## config.mk

```make
export PLATFORM = sky130hd
export DESIGN_NAME = ring_buffer_reader
export DESIGN_NICKNAME = d
export VERILOG_FILES = /design/src/rtl/ring_buffer_pkg.sv /design/src/rtl/rb_checksum_acc.sv /design/src/rtl/ring_buffer_reader.sv
export SDC_FILE = /design/constraint.sdc
export NUM_CORES = 1
export LEC_CHECK = 0
export ABC_AREA = 1
export BUFFER_PORTS_ARGS = -buffer_cell sky130_fd_sc_hd__buf_2
export CAP_MARGIN = 30
export CELL_PAD_IN_SITES_DETAIL_PLACEMENT = 0
export CELL_PAD_IN_SITES_GLOBAL_PLACEMENT = 1
export CORE_MARGIN = 1
export CORE_UTILIZATION = 37
export DETAILED_ROUTE_END_ITERATION = 6
export PLACE_DENSITY_LB_ADDON = 0.1
export SYNTH_ARGS = -nofsm -noshare
export SYNTH_HDL_FRONTEND = slang
export SYNTH_SLANG_ARGS = --single-unit
```

## constraint.sdc

```tcl
create_clock -name clk -period 1.8 [get_ports clk]
set_input_delay 0.36 -clock clk [delete_from_list [all_inputs] [get_ports clk]]
set_output_delay 0.36 -clock clk [all_outputs]
set_load 0.03 [all_outputs]
```

## src/rtl/ring_buffer_pkg.sv

```systemverilog
// Shared defaults and reader state encoding for the ring-buffer readout path.
// No logic, so no latency or backpressure of its own.
package ring_buffer_pkg;

  localparam int RB_DEPTH = 8;
  localparam int RB_WIDTH = 16;

  typedef enum logic [1:0] {
    ST_IDLE    = 2'd0,
    ST_WAIT    = 2'd1,
    ST_PRESENT = 2'd2,
    ST_DONE    = 2'd3
  } rd_state_t;

endpackage

```

## src/rtl/rb_checksum_acc.sv

```systemverilog
// Running mod-2^WIDTH sum of accepted words; the result is visible one cycle after add_en.
// No backpressure: clear takes priority over add_en.
module rb_checksum_acc
  import ring_buffer_pkg::*;
#(
  parameter int WIDTH = RB_WIDTH
) (
  input  logic             clk,
  input  logic             reset,
  input  logic             clear,
  input  logic             add_en,
  input  logic [WIDTH-1:0] add_dat,
  output logic [WIDTH-1:0] sum
);

  always_ff @(posedge clk or posedge reset) begin
    if (reset) begin
      sum <= '0;
    end else if (clear) begin
      sum <= '0;
    end else if (add_en) begin
      sum <= sum + add_dat;
    end
  end

endmodule

```

## src/rtl/ring_buffer_reader.sv

```systemverilog
// Sweeps all DEPTH buffer entries out on a valid/ready port, then emits their checksum.
// Each word takes 2 cycles: address, then present. While out_ready is low, the word and readPtr hold.
module ring_buffer_reader
  import ring_buffer_pkg::*;
#(
  parameter int DEPTH = RB_DEPTH,
  parameter int WIDTH = RB_WIDTH
) (
  input  logic                     clk,
  input  logic                     reset,
  input  logic                     start,
  output logic [$clog2(DEPTH)-1:0] readPtr,
  input  logic [WIDTH-1:0]         dout,
  output logic [WIDTH-1:0]         out_data,
  output logic                     out_valid,
  input  logic                     out_ready,
  output logic                     out_last,
  output logic                     busy,
  output logic [WIDTH-1:0]         checksum,
  output logic                     cksum_valid,
  output logic                     start_err
);

  localparam int                PTR_W    = $clog2(DEPTH);
  localparam logic [PTR_W-1:0]  LAST_IDX = PTR_W'(DEPTH - 1);

  rd_state_t        state, state_nxt;
  logic [PTR_W-1:0] idx;
  logic [WIDTH-1:0] acc_sum;
  logic             out_hs;
  logic             at_last;
  logic             acc_clr;
  logic             acc_add;

  assign out_hs  = (state == ST_PRESENT) && out_valid && out_ready;
  assign at_last = (idx == LAST_IDX);
  assign acc_clr = (state == ST_IDLE) && start;
  // The last word is folded straight into checksum, so the accumulator skips it.
  assign acc_add = out_hs && !at_last;

  rb_checksum_acc #(.WIDTH(WIDTH)) u_acc (
    .clk     (clk),
    .reset   (reset),
    .clear   (acc_clr),
    .add_en  (acc_add),
    .add_dat (out_data),
    .sum     (acc_sum)
  );

  always_ff @(posedge clk or posedge reset) begin
    if (reset) begin
      state <= ST_IDLE;
    end else begin
      state <= state_nxt;
    end
  end

  always_comb begin
    state_nxt = state;
    case (state)
      ST_IDLE:    if (start) state_nxt = ST_WAIT;
      ST_WAIT:    state_nxt = ST_PRESENT;
      ST_PRESENT: if (out_hs) state_nxt = at_last ? ST_DONE : ST_WAIT;
      ST_DONE:    state_nxt = ST_IDLE;
      default:    state_nxt = ST_IDLE;
    endcase
  end

  always_comb begin
    busy        = (state != ST_IDLE);
    cksum_valid = (state == ST_DONE);
    out_last    = out_valid && at_last;
  end

  always_ff @(posedge clk or posedge reset) begin
    if (reset) begin
      readPtr   <= '0;
      idx       <= '0;
      out_data  <= '0;
      out_valid <= 1'b0;
      checksum  <= '0;
      start_err <= 1'b0;
    end else begin
      start_err <= start && (state != ST_IDLE);
      case (state)
        ST_IDLE: begin
          if (start) begin
            readPtr <= '0;
            idx     <= '0;
          end
        end
        // readPtr was updated on the previous edge, so dout now holds its word.
        ST_WAIT: begin
          out_data  <= dout;
          out_valid <= 1'b1;
        end
        ST_PRESENT: begin
          if (out_hs) begin
            out_valid <= 1'b0;
            if (at_last) begin
              checksum <= acc_sum + out_data;
            end else begin
              idx     <= idx + 1'b1;
              readPtr <= idx + 1'b1;
            end
          end
        end
        ST_DONE: begin
          readPtr <= '0;
          idx     <= '0;
        end
        default: ;
      endcase
    end
  end

endmodule

```

==> flow_summary_export.csv <==
group,metric,value,unit
floorplan,start_util,39.0,%
placed_design,place_hpwl,5320,µm
clocking,cts.clk_slew.worst_paths,0.10,ns
yosys,seq_area_frac_synth,45.0,%
yosys,synth_xor_area_share,1.43,%
drt,drt_wl_total,7360,µm
yosys,ys_ff_latch,55,
yosys,synthesis.instances,380,
drt,drt-initial-drc-count,84,
clocking,ctsLongestPathBuffers,2,
critical_path,end_kind,"register",
drt,drt.antenna.violating_nets,0,
yosys,synthAdderAreaFrac,7.60,%
drt,drt_pass1_iterations,4,
grt,use_met1,23.0,%
yosys,netlist.area_leader.share,45.0,%
yosys,yosysUniqueCellTypes,27,
yosys,synthMuxAreaShare,5.89,%
timing,worst_slack,0.0516,ns
outcome,status,"finished clean",
drt,wire_per_inst,13.4,µm
drt,vias_per_cell,4.72,
critical_path,crit_arrival,1.97,ns
yosys,synth_edf_count,0,
layout,nNetsFinal,486,
grt,grt.overflow.total,0,
yosys,synth_commonest_cells,"nand2_1 (151), dfrtp_1 (55), inv_1 (45)",
layout,layout-drive-gt1-share,29.6,%
timing,setup-tns-final,0,ns
clocking,cts_num_sinks,55,
grt,grt_max_degree,56,
yosys,async_reset_ff_share,100,%
worst_hold_path,hold_class,"primary input to async pin",
power_and_ir_drop,ir_worst_vdd,660,µV
grt,antenna_found_initial,0,
layout,diodes,0,
timing,rsz0062_at_grt,"true",
power_and_ir_drop,total_power,6.36,mW
placed_design,dpl_cell_area,3510,µm²
timing,setup_viol,0,
floorplan,dieArea,8640,µm²
timing,final_hold_viol_count,0,
grt,grt_use_met3,3.61,%
floorplan,die_x,92.9,µm
layout,utilization,48.5,%
grt,use_met2,31.7,%
placed_design,gp_congestion,0.811,
yosys,syn_area,3060,µm²
grt,globalRouteTotalUtil,18.2,%
layout,finish.instance_area,3810,µm²
timing,period_needed,1.75,ns
clocking,cts_hold_buffers,0,
clocking,clk-insertion-delay-late,0.32,ns
placed_design,dp_slack,-0.00513,ns
yosys,avgSynthCellArea,8.05,µm²
floorplan,rows,32,
timing,fin_crit_sh,97.1,%
floorplan,ios,60,
yosys,synth_nets,418,
clocking,cts_max_level,2,
critical_path,worstSetupPathType,"register to register",
grt,grt_pass1_vias,2528,
floorplan,core_area,7850,µm²
timing,slew_headroom,72.2,%
critical_path,startpoint_type,"register",
drt,drc_errors,0,
placed_design,numPortBuffers,59,
yosys,synthSimpleGateAreaFrac,29.0,%
timing,clock_skew,0.00776,ns
critical_path,critPathMaxFanout,4,
grt,grt_pass1_wl,12100,µm
yosys,ys.flop_type,"dfrtp_1",
yosys,synth_compound_area_share,3.31,%
clocking,cts_buffers,5,
yosys,synth.most_common_cell,"nand2_1",
floorplan,die_h,92.9,µm
timing,drv_slew,0,
yosys,synth_top_family_by_area,"simple AND/OR/NAND/NOR gates",
yosys,synth_area_leader_cell,"dfrtp_1",
yosys,synth_area_leaders,"dfrtp_1 (45%), nand2_1 (19%), ha_1 (7.0%), mux2_2 (5.9%), inv_1 (5.5%)",
power_and_ir_drop,pwr_density_cell,1670,nW/µm²
critical_path,required,2.02,ns
timing,max_freq,572,MHz
power_and_ir_drop,p_leak,2.12,nW
drt,vias,2602,
clocking,cts_tree,"done",
run,cap_violations,0,
clocking,root_buffer,"clkbuf_8",
grt,top_usage_layer,"met2",
layout,syn_to_final_growth,24.4,%
timing,worstMarginPinSlew,0.416,ns
yosys,yosysWarningCount,0,
-- critical path, stage by stage, from the launching register on --
cell and delay [ns]:
dfrtp_2 0.44, ha_4 0.17, fa_2 0.34, nand2_1 0.07, nand2_1 0.06, nand3b_1 0.10
nand2_2 0.10, or2_4 0.27, nand3_1 0.07, nand2_1 0.05
-- power breakdown --
part | leakage (nW) | internal (mW) | switching (mW)
Clock | 0.0612 | 0.451 | 0.422
Sequential | 0.714 | 1.57 | 0.330
Combinational | 1.34 | 1.40 | 2.18
-- final timing paths --
check | start | to | slack, ns | cells past startpoint
worst max-delay path | out_data[0]$_DFFE_PP0P_ | u_acc.sum[6]$_DFFE_PP0P_ | 0.05 | 9
worst min-delay path | reset | checksum[15]$_DFFE_PP0P_ | 0.07 | 3
worst max register to register | out_data[0]$_DFFE_PP0P_ | u_acc.sum[6]$_DFFE_PP0P_ | 0.05 | 9
worst min register to register | checksum[2]$_DFFE_PP0P_ | checksum[2]$_DFFE_PP0P_ | 0.48 | 2
max in group asynchronous | reset | out_data[0]$_DFFE_PP0P_ | 1.44 | 3
min in group clk | start | start_err$_DFF_PP0_ | 0.26 | 3
-- cell usage in the layout, fill, tap and decap left out, types with 2 or more instances in the layout --
| cell type | synthesis | final |
|---|---|---|
| or2_1 | 2 | 2 |
| ha_1 | 17 | 8 |
| nand2_1 | 151 | 143 |
| o21ai_1 | 4 | 4 |
| a21oi_1 | 6 | 4 |
| nand2_2 | 2 | 10 |
| nand3_2 | 0 | 3 |
| or2_2 | 3 | 2 |
| buf_2 | 2 | 58 |
| mux2_2 | 16 | 16 |
| clkbuf_8 | 0 | 6 |
| xnor2_1 | 2 | 2 |
| buf_4 | 2 | 7 |
| xor2_1 | 3 | 2 |
| a21oi_2 | 0 | 2 |
| nor2_1 | 12 | 12 |
| inv_2 | 6 | 7 |
| buf_12 | 0 | 2 |
| dfrtp_1 | 55 | 54 |
| nor2_4 | 3 | 3 |
| o21ai_0 | 7 | 7 |
| ha_4 | 0 | 8 |
| nand3_1 | 28 | 25 |
| inv_1 | 45 | 44 |
| nor3_1 | 3 | 2 |
| nand3b_1 | 4 | 4 |
-- layout make-up --
class | count | area (µm²)
Timing Repair Buffer | 67 | 383
Fill cell | 826 | 4040
Clock inverter | 2 | 35.0
Multi-Input combinational cell | 268 | 1610
Tap cell | 102 | 128
Sequential cell | 55 | 1380
Inverter | 51 | 191
Clock buffer | 6 | 82.6
-- through the flow --
stage	cells	hold slack, ns
floorplan	380	0.453
global placement	540	0.439
detailed placement	540	0.440
CTS	549	0.0927
global route	551	0.0955
finish	551	0.0701
-- cells by family (layout without fill, tap and decap cells) --
family,after synthesis,after routing
AOI/OAI and AO/OA,19,19
buffers and inverters,57,126
DFF,55,55
muxes,16,16
and+or+nand+nor,210,210
xor gates and xnor gates,5,5
adders and majority gates,18,18
-- state kept, by name, indices dropped and copies added (netlist names) --
signal	flops
out_data	16
idx	3
u_acc.sum	16
start_err	1
checksum	16
out_valid	1
state	2
-- repair_timing --
action / CTS / global route
endpoints found under the setup margin: 2 / 24
pin swaps: 2 / 13
resized for setup: 3 / 26
setup buffers: 1 / 2
gates cloned: 0 / 0
-- routing by layer --
layer | wire length [µm] | share of wire, %
met4 | 65 | 0.88
met1 | 3430 | 47
met3 | 259 | 3.5
met5 | 0 | 0
met2 | 3610 | 49
No activity file was read; power rests on OpenSTA's default activity.
